**config.mk**
```make
export PLATFORM = sky130hd
export DESIGN_NAME = latch_strobe_tx
export DESIGN_NICKNAME = d
export VERILOG_FILES = /design/src/rtl/latch_strobe_tx.sv
export SDC_FILE = /design/constraint.sdc
export NUM_CORES = 1
export LEC_CHECK = 0
export BUFFER_PORTS_ARGS = -buffer_cell sky130_fd_sc_hd__buf_4
export CORE_UTILIZATION = 35
export CTS_BUF_LIST = sky130_fd_sc_hd__clkbuf_16
export DETAILED_ROUTE_END_ITERATION = 10
export MAX_ROUTING_LAYER = met4
export SLEW_MARGIN = 20
export SYNTH_ARGS = -nofsm -noshare
export SYNTH_HDL_FRONTEND = slang
export SYNTH_SLANG_ARGS = --single-unit
```
**constraint.sdc**
```tcl
create_clock -name clock -period 1.5 [get_ports clock]
set_input_delay 0.15 -clock clock [delete_from_list [all_inputs] [get_ports clock]]
set_output_delay 0.15 -clock clock [all_outputs]
set_load 0.01 [all_outputs]
```
**src/rtl/latch_strobe_tx.sv**
```systemverilog
// Transmit end of a level-sensitive latch interface: captures a word from a valid/ready
// source, then drives data_out/enable_out through a setup / pulse / hold sequence.
// Optional latch readback compare is enabled by defining LATCH_ECHO_CHECK_EN.
module latch_strobe_tx #(
  parameter int unsigned WIDTH     = 8,
  parameter int unsigned SETUP_CYC = 1,
  parameter int unsigned PULSE_CYC = 2,
  parameter int unsigned HOLD_CYC  = 1,
  parameter int unsigned CNT_W     = 4
) (
  input  logic             clock,
  input  logic             reset_b,
  input  logic             valid_in,
  input  logic [WIDTH-1:0] word_in,
`ifdef LATCH_ECHO_CHECK_EN
  input  logic [WIDTH-1:0] q_in,
  output logic             mismatch,
`endif
  output logic             ready_out,
  output logic [WIDTH-1:0] data_out,
  output logic             enable_out,
  output logic             busy,
  output logic             done
);

  typedef enum logic [1:0] {
    S_IDLE,
    S_SETUP,
    S_STROBE,
    S_HOLD
  } state_t;

  // A zero-length pulse would never open the latch, so it is stretched to one cycle.
  localparam int unsigned PULSE_EFF = (PULSE_CYC < 1) ? 1 : PULSE_CYC;

  localparam logic [CNT_W-1:0] SETUP_LD = CNT_W'((SETUP_CYC > 0) ? SETUP_CYC - 1 : 0);
  localparam logic [CNT_W-1:0] PULSE_LD = CNT_W'(PULSE_EFF - 1);
  localparam logic [CNT_W-1:0] HOLD_LD  = CNT_W'((HOLD_CYC > 0) ? HOLD_CYC - 1 : 0);

  state_t           state;
  logic [CNT_W-1:0] cnt;

  assign ready_out = (state == S_IDLE);
  assign busy      = (state != S_IDLE);

  // NOTE: sequential state uses non-blocking assignments so every flop samples
  // pre-edge values regardless of statement order.
  always_ff @(posedge clock or negedge reset_b) begin
    if (!reset_b) begin
      // NOTE: data_out is reset as well, so the latch input is a known value
      // after reset and an interrupted transfer leaves no stale word behind.
      state      <= S_IDLE;
      cnt        <= '0;
      data_out   <= '0;
      enable_out <= 1'b0;
      done       <= 1'b0;
    end else begin
      done <= 1'b0;
      unique case (state)
        S_IDLE: begin
          if (valid_in) begin
            data_out <= word_in;
            if (SETUP_CYC > 0) begin
              state <= S_SETUP;
              cnt   <= SETUP_LD;
            end else begin
              state      <= S_STROBE;
              cnt        <= PULSE_LD;
              enable_out <= 1'b1;
            end
          end
        end

        S_SETUP: begin
          if (cnt == '0) begin
            state      <= S_STROBE;
            cnt        <= PULSE_LD;
            enable_out <= 1'b1;
          end else begin
            cnt <= cnt - 1'b1;
          end
        end

        S_STROBE: begin
          if (cnt == '0) begin
            enable_out <= 1'b0;
            if (HOLD_CYC > 0) begin
              state <= S_HOLD;
              cnt   <= HOLD_LD;
            end else begin
              state <= S_IDLE;
              done  <= 1'b1;
            end
          end else begin
            cnt <= cnt - 1'b1;
          end
        end

        S_HOLD: begin
          if (cnt == '0) begin
            state <= S_IDLE;
            done  <= 1'b1;
          end else begin
            cnt <= cnt - 1'b1;
          end
        end

        default: begin
          state      <= S_IDLE;
          cnt        <= '0;
          enable_out <= 1'b0;
        end
      endcase
    end
  end

`ifdef LATCH_ECHO_CHECK_EN
  // The latch has been transparent for the whole pulse by its last cycle, so
  // its output must already equal the word being driven.
  logic last_strobe;
  assign last_strobe = (state == S_STROBE) && (cnt == '0);

  always_ff @(posedge clock or negedge reset_b) begin
    if (!reset_b) begin
      mismatch <= 1'b0;
    end else if (last_strobe && (q_in != data_out)) begin
      mismatch <= 1'b1;
    end
  end
`else
  // Transmit path only: no readback port and no compare logic in this build.
`endif

endmodule

```
# [After elaboration in Yosys (flattened, before gate mapping)]
# Index checks and enable logic that the tools add are counted.
[classes] n_mux=15 add_sub_neg=1 n_reduce_logical=8 n_eq_ne=8
[op_table] op="4-bit two-way mux" count=4
[op_table] op="4-bit case mux with 4 select lines" count=1
[op_table] op="2-bit inequality test, second input constant" count=5
[op_table] op="2-bit two-way mux" count=4
[op_table] op="2-bit case mux with 4 select lines" count=1
[op_table] op="2-bit == test, second input constant" count=2
[op_table] op="4-bit logical NOT" count=1
[op_table] op="1-bit two-way mux" count=4
[op_table] op="2-bit AND reduction" count=2
[op_table] op="4-bit AND reduction" count=1
[op_table] op="2-bit nonzero test" count=2
[op_table] op="4-bit by 1-bit subtractor with 4-bit output, second input constant" count=1
[op_table] op="3-bit AND reduction" count=1
[op_table] op="2-bit by 1-bit == test with 1-bit output, second input constant" count=1
[op_table] op="2-bit logical NOT" count=1
[op_table] op="1-bit case mux with 2 select lines" count=1
[word_totals] word_cells=37 output_inout_bits=12 inputBits=11 regBits=16

# [Depth between registers and ports, before layout]
[depth] depth_word=3 depth_mapped=6 depth_no_buf=5

# [Worst setup path after synthesis]
# No wires, ideal clock.
[synth_path] kind="reg-to-reg" start="register state[0]" end="register state[1]" slack_ps=-95 t_arrival_ps=1470 stages_incl_launch_ff=7 required_ps=1375 period_less_slack_ps=1595 setup_time_ps=125 n_path_buf=1 cell_sequence="dfrtp_1 inv_1 ha_1 buf_2 inv_1 o22ai_2 mux2_4"
[synth_between] elab_chain_cells=3 word_cells_on_any_way=10 classes_between="7 x eq/ne; 1 x mux; 2 x reduce/logical"
[synth_lines] element="from (decl)" line="40" source="state_t state;"
[synth_lines] element="from (signal assigned)" line="52" source="state <= S_IDLE;"
[synth_lines] element="from (signal assigned)" line="64" source="state <= S_SETUP;"
[synth_lines] element="from (signal assigned)" line="67" source="state <= S_STROBE;"
[synth_lines] element="2-bit logical NOT *"
[synth_lines] element="via ready_out" line="19" source="output logic ready_out,"
[synth_lines] element="2-bit inequality test (no source line)"
[synth_lines] element="4-bit AND reduction (no source line)"
# The timed path passes the listed nets; every way through them passes the cells marked *.
# A chain may end at the register's enable or synchronous reset.

# [Worst setup path after layout]
[layout_path] start="register state[1]" end="output port busy"
[layout_between] elab_chain_cells=1
[layout_lines] element="2-bit nonzero test" line="44" source="assign busy = (state != S_IDLE);"
[layout_lines] element="to (decl)" line="22" source="output logic busy,"
# Every way passes these cells.

==> impl_metrics.prom <==
# TYPE chip_impl_metric gauge
chip_impl_info{name="outcome",value="completed"} 1
chip_impl_metric{name="drc",unit=""} 0
chip_impl_metric{name="timing.critical_path.fanout_max",unit=""} 4
chip_impl_metric{name="routed_wl",unit="mm"} 1.56
chip_impl_metric{name="worstMarginPinSlew",unit="ns"} 0.220
chip_impl_metric{name="layout.nets",unit=""} 122
chip_impl_info{name="post_synth_main_area_contributors",value="dfrtp_1 50%, mux2_2 11%, ha_1 9.3%"} 1
chip_impl_info{name="synth_top_family_by_area",value="multiplexers"} 1
chip_impl_metric{name="synth_xor_xnor_area_share",unit=""} 0.0109
chip_impl_info{name="timing.setup.critical_path_class",value="register to output pin"} 1
chip_impl_metric{name="detail-route-antenna-nets",unit=""} 0
chip_impl_metric{name="global_route_wire_length_before_repair",unit="mm"} 2.68
chip_impl_metric{name="final-hold-violation-count",unit=""} 0
chip_impl_metric{name="power_per_cell_area",unit="nW/um^2"} 2380
chip_impl_metric{name="timing.final.crit_period",unit="ns"} 1.45
chip_impl_metric{name="std_cell_rows",unit=""} 16
chip_impl_metric{name="htreeDepth",unit=""} 1
chip_impl_info{name="yosysTopAreaCell",value="dfrtp_1"} 1
chip_impl_metric{name="drtPass1Iterations",unit=""} 2
chip_impl_metric{name="setup_viol",unit=""} 0
chip_impl_metric{name="cts_sinks",unit=""} 16
chip_impl_metric{name="cts_post_setup_buffers_inserted",unit=""} 0
chip_impl_metric{name="syn_nets",unit=""} 82
chip_impl_metric{name="maxSlewViolCount",unit=""} 0
chip_impl_metric{name="place.detailed.instances",unit=""} 126
chip_impl_metric{name="initial_antenna_violation_count",unit=""} 0
chip_impl_metric{name="post_synthesis_share_of_cell_area_spent_on_full_adders_half_adders_and_majority_gates",unit=""} 0.0933
chip_impl_info{name="holdPathEnd",value="cnt[3]"} 1
chip_impl_metric{name="share_of_synthesized_area_spent_on_multiplexers",unit=""} 0.131
chip_impl_metric{name="synth-seq-area-share",unit=""} 0.498
chip_impl_info{name="cp-end-kind",value="output pin"} 1
chip_impl_metric{name="synthArstFlopShare",unit=""} 1.00
chip_impl_metric{name="area_growth_syn_to_layout",unit="%"} 53.0
chip_impl_metric{name="cts_made_buffers",unit=""} 3
chip_impl_metric{name="detailedRoute.firstIterationViolations",unit=""} 1
chip_impl_metric{name="final.setup.worst_slack",unit="ns"} 0.0530
chip_impl_metric{name="hpwl_dp",unit="mm"} 1.21
chip_impl_metric{name="combinationalPowerShare",unit=""} 0.567
chip_impl_metric{name="dp_worst_setup_slack",unit="ns"} -0.0526
chip_impl_info{name="min_from",value="valid_in"} 1
chip_impl_metric{name="synthesis.area_per_instance",unit="sq um"} 12.4
chip_impl_metric{name="ys_warn_count",unit=""} 0
chip_impl_metric{name="initial_core_utilization",unit=""} 0.390
chip_impl_metric{name="synth-simple-area-share",unit=""} 0.117
chip_impl_info{name="synth.cells.most_frequent",value="16 x dfrtp_1, 8 x mux2_2, 6 x ha_1, 6 x inv_1"} 1
chip_impl_metric{name="timing.final.crit_share",unit=""} 0.965
chip_impl_metric{name="layout.cells.non_filler",unit=""} 130
chip_impl_metric{name="synth_cells",unit=""} 65
chip_impl_info{name="cell_with_the_most_instances_after_synthesis",value="dfrtp_1"} 1
chip_impl_metric{name="via_per_inst",unit=""} 4.79
chip_impl_metric{name="crit_required",unit="ns"} 1.35
chip_impl_info{name="critical_path.reg2reg.endpoint",value="state[1]"} 1
chip_impl_metric{name="fmaxAchievable",unit="MHz"} 691
chip_impl_metric{name="drv.max_cap_violation_count",unit=""} 0
chip_impl_metric{name="synth_compound_area_frac",unit=""} 0.117
chip_impl_metric{name="whs_path_depth",unit=""} 2
chip_impl_metric{name="final_layout_size_suffix_gt1_frac",unit=""} 0.553
chip_impl_info{name="cts-root-buf",value="clkbuf_16"} 1
chip_impl_metric{name="coreArea",unit="sq um"} 2060
chip_impl_metric{name="clkTransAtPathRegs",unit="ns"} 0.05
chip_impl_metric{name="die-area",unit="sq um"} 2490
chip_impl_metric{name="antenna_cells_inserted",unit=""} 0
chip_impl_metric{name="netlist_area",unit="sq um"} 805
chip_impl_info{name="regToRegStartpoint",value="cnt[1]"} 1
chip_impl_metric{name="seq_power_share",unit=""} 0.263
chip_impl_metric{name="clkLatencyLatePin",unit="ns"} 0.24
chip_impl_metric{name="timing.critical_path.arrival",unit="ns"} 1.30
chip_impl_metric{name="layout.core_utilization",unit=""} 0.597
chip_impl_metric{name="overflow",unit=""} 0
chip_impl_metric{name="grt_max_degree",unit=""} 17
chip_impl_metric{name="die_h",unit="microns"} 49.9
chip_impl_metric{name="pwr-share-clk",unit=""} 0.170
chip_impl_metric{name="skew",unit="ns"} 0.00482
chip_impl_info{name="yosys_most_used_dff",value="dfrtp_1"} 1
chip_impl_metric{name="slew_headroom",unit=""} 0.853
chip_impl_metric{name="vdd.ir_drop.worst",unit="uV"} 1530
chip_impl_info{name="clock_tree_from_tritoncts",value="done"} 1
chip_impl_metric{name="cell_internal_pwr",unit="W"} 0.00195
chip_impl_metric{name="die-width",unit="microns"} 49.9
chip_impl_info{name="timing.hold.worst.class",value="input pin to register"} 1
chip_impl_metric{name="netSwitchingPower",unit="W"} 0.000974
chip_impl_metric{name="place.gp.congestion",unit=""} 0.853
chip_impl_metric{name="number_of_global_route_vias_before_repair",unit=""} 630
chip_impl_metric{name="gr-usage-all-layers",unit=""} 0.147
chip_impl_metric{name="finish.instance_area",unit="sq um"} 1230
chip_impl_metric{name="cell_leakage_power",unit="nW"} 0.572
chip_impl_metric{name="r2r_setup_slk",unit="ns"} 0.07
chip_impl_metric{name="ys_ff_latch",unit=""} 16
chip_impl_metric{name="post-synth-top-area-fraction",unit=""} 0.498
chip_impl_metric{name="detailroute.via_count",unit=""} 623
chip_impl_metric{name="floorplan.io_pins",unit=""} 23
chip_impl_info{name="start_kind",value="register"} 1
chip_impl_metric{name="placement.cell_area",unit="sq um"} 1120
chip_impl_metric{name="synth_enable_flop_cells",unit=""} 0
chip_impl_metric{name="clock_tree.buffer_depth",unit=""} 2
chip_impl_metric{name="io_buffers",unit=""} 22
chip_impl_metric{name="routed_wire_per_std_cell",unit="microns"} 12.0
chip_impl_metric{name="synthDistinctLibCells",unit=""} 25
chip_impl_metric{name="rr_worst_depth",unit=""} 5
chip_impl_metric{name="switching_share",unit=""} 0.333
[final cells by class]
class / count / area (sq um)
inverter: 6 / 22.5
clock buffer: 3 / 75.1
timing repair buffer: 36 / 285
fill: 189 / 831
multi-input combinational: 42 / 414
sequential: 16 / 400
tap: 27 / 33.8
[per-layer routing]
| metal | global-route usage | up-vias | part of all wire |
|---|---|---|---|
| li1 | - | 313 | - |
| met1 | 0.188 | 301 | 0.49 |
| met2 | 0.216 | 7 | 0.48 |
| met3 | 0.0463 | 2 | 0.022 |
| met4 | 0.0571 | 0 | 0.0077 |
| met5 | - | - | 0 |
[metrics by stage]
| stage | power (W) | setup TNS [ns] | hold slack [ns] |
|---|---|---|---|
| detailed placement | 0.00237 | -0.0526 | 0.0239 |
| floorplan | 0.00166 | 0 | -0.146 |
| finish | 0.00293 | 0 | 0.130 |
| CTS | 0.00290 | 0 | 0.129 |
| global route | 0.00315 | -0.00325 | 0.134 |
| global placement | 0.00233 | 0 | 0.0235 |
[sequential cells by signal, indices dropped and copies added (netlist names)]
name,count
data_out,8
enable_out,1
state,2
done,1
cnt,4
[worst max-delay path, cell delays in order, from the launching register on]
cell,delay (ns)
dfrtp_1,0.41
inv_2,0.07
buf_4,0.11
ha_4,0.14
inv_1,0.06
buf_4,0.14
buf_4,0.13
[layout by cell type (no fill, tap or decap), types with 2 or more instances in the layout]
cell / Yosys / final
inv_2: 0 / 2
o32ai_1: 3 / 3
nand2_1: 3 / 3
mux2_2: 8 / 8
nor2b_1: 2 / 2
inv_1: 6 / 4
clkbuf_16: 0 / 3
buf_4: 0 / 34
dfrtp_1: 16 / 16
ha_2: 0 / 3
a21oi_1: 3 / 3
ha_1: 6 / 2
[worst max path at each step]
stage	startpoint	to	slack, ns
global placement	state[0]	state[1]	0.01
global route	state[1]	cnt[0]	-0.003
detailed placement	state[0]	state[1]	-0.05
finish	state[1]	busy	0.05
floorplan	cnt[0]	state[1]	0.0005
CTS	cnt[1]	state[1]	0.03
[cell families after synthesis]
kind of cell | after synthesis
mux | 9
flops | 16
fa+ha+maj | 6
compound gates | 12
simple gates | 14
xor+xnor | 1
buf+inv | 7
[power groups by stage]
stage	combinational, W	clock (W)	sequential [W]
final	0.00166	0.000499	0.000768
after detailed placement	0.00160	0	0.000772
after global routing	0.00182	0.000533	0.000802
after floorplan	0.000834	0	0.000826
after CTS	0.00162	0.000515	0.000767
after global placement	0.00157	0	0.000763
[timing repair]
action	in CTS	in global routing
endpoints found under the setup margin	1	4
gates cloned	0	0
endpoints found under the hold margin	16	0
pin swaps	0	2
resized for setup	1	7
hold buffers	1	0
Power figures use the tool's default switching activity.
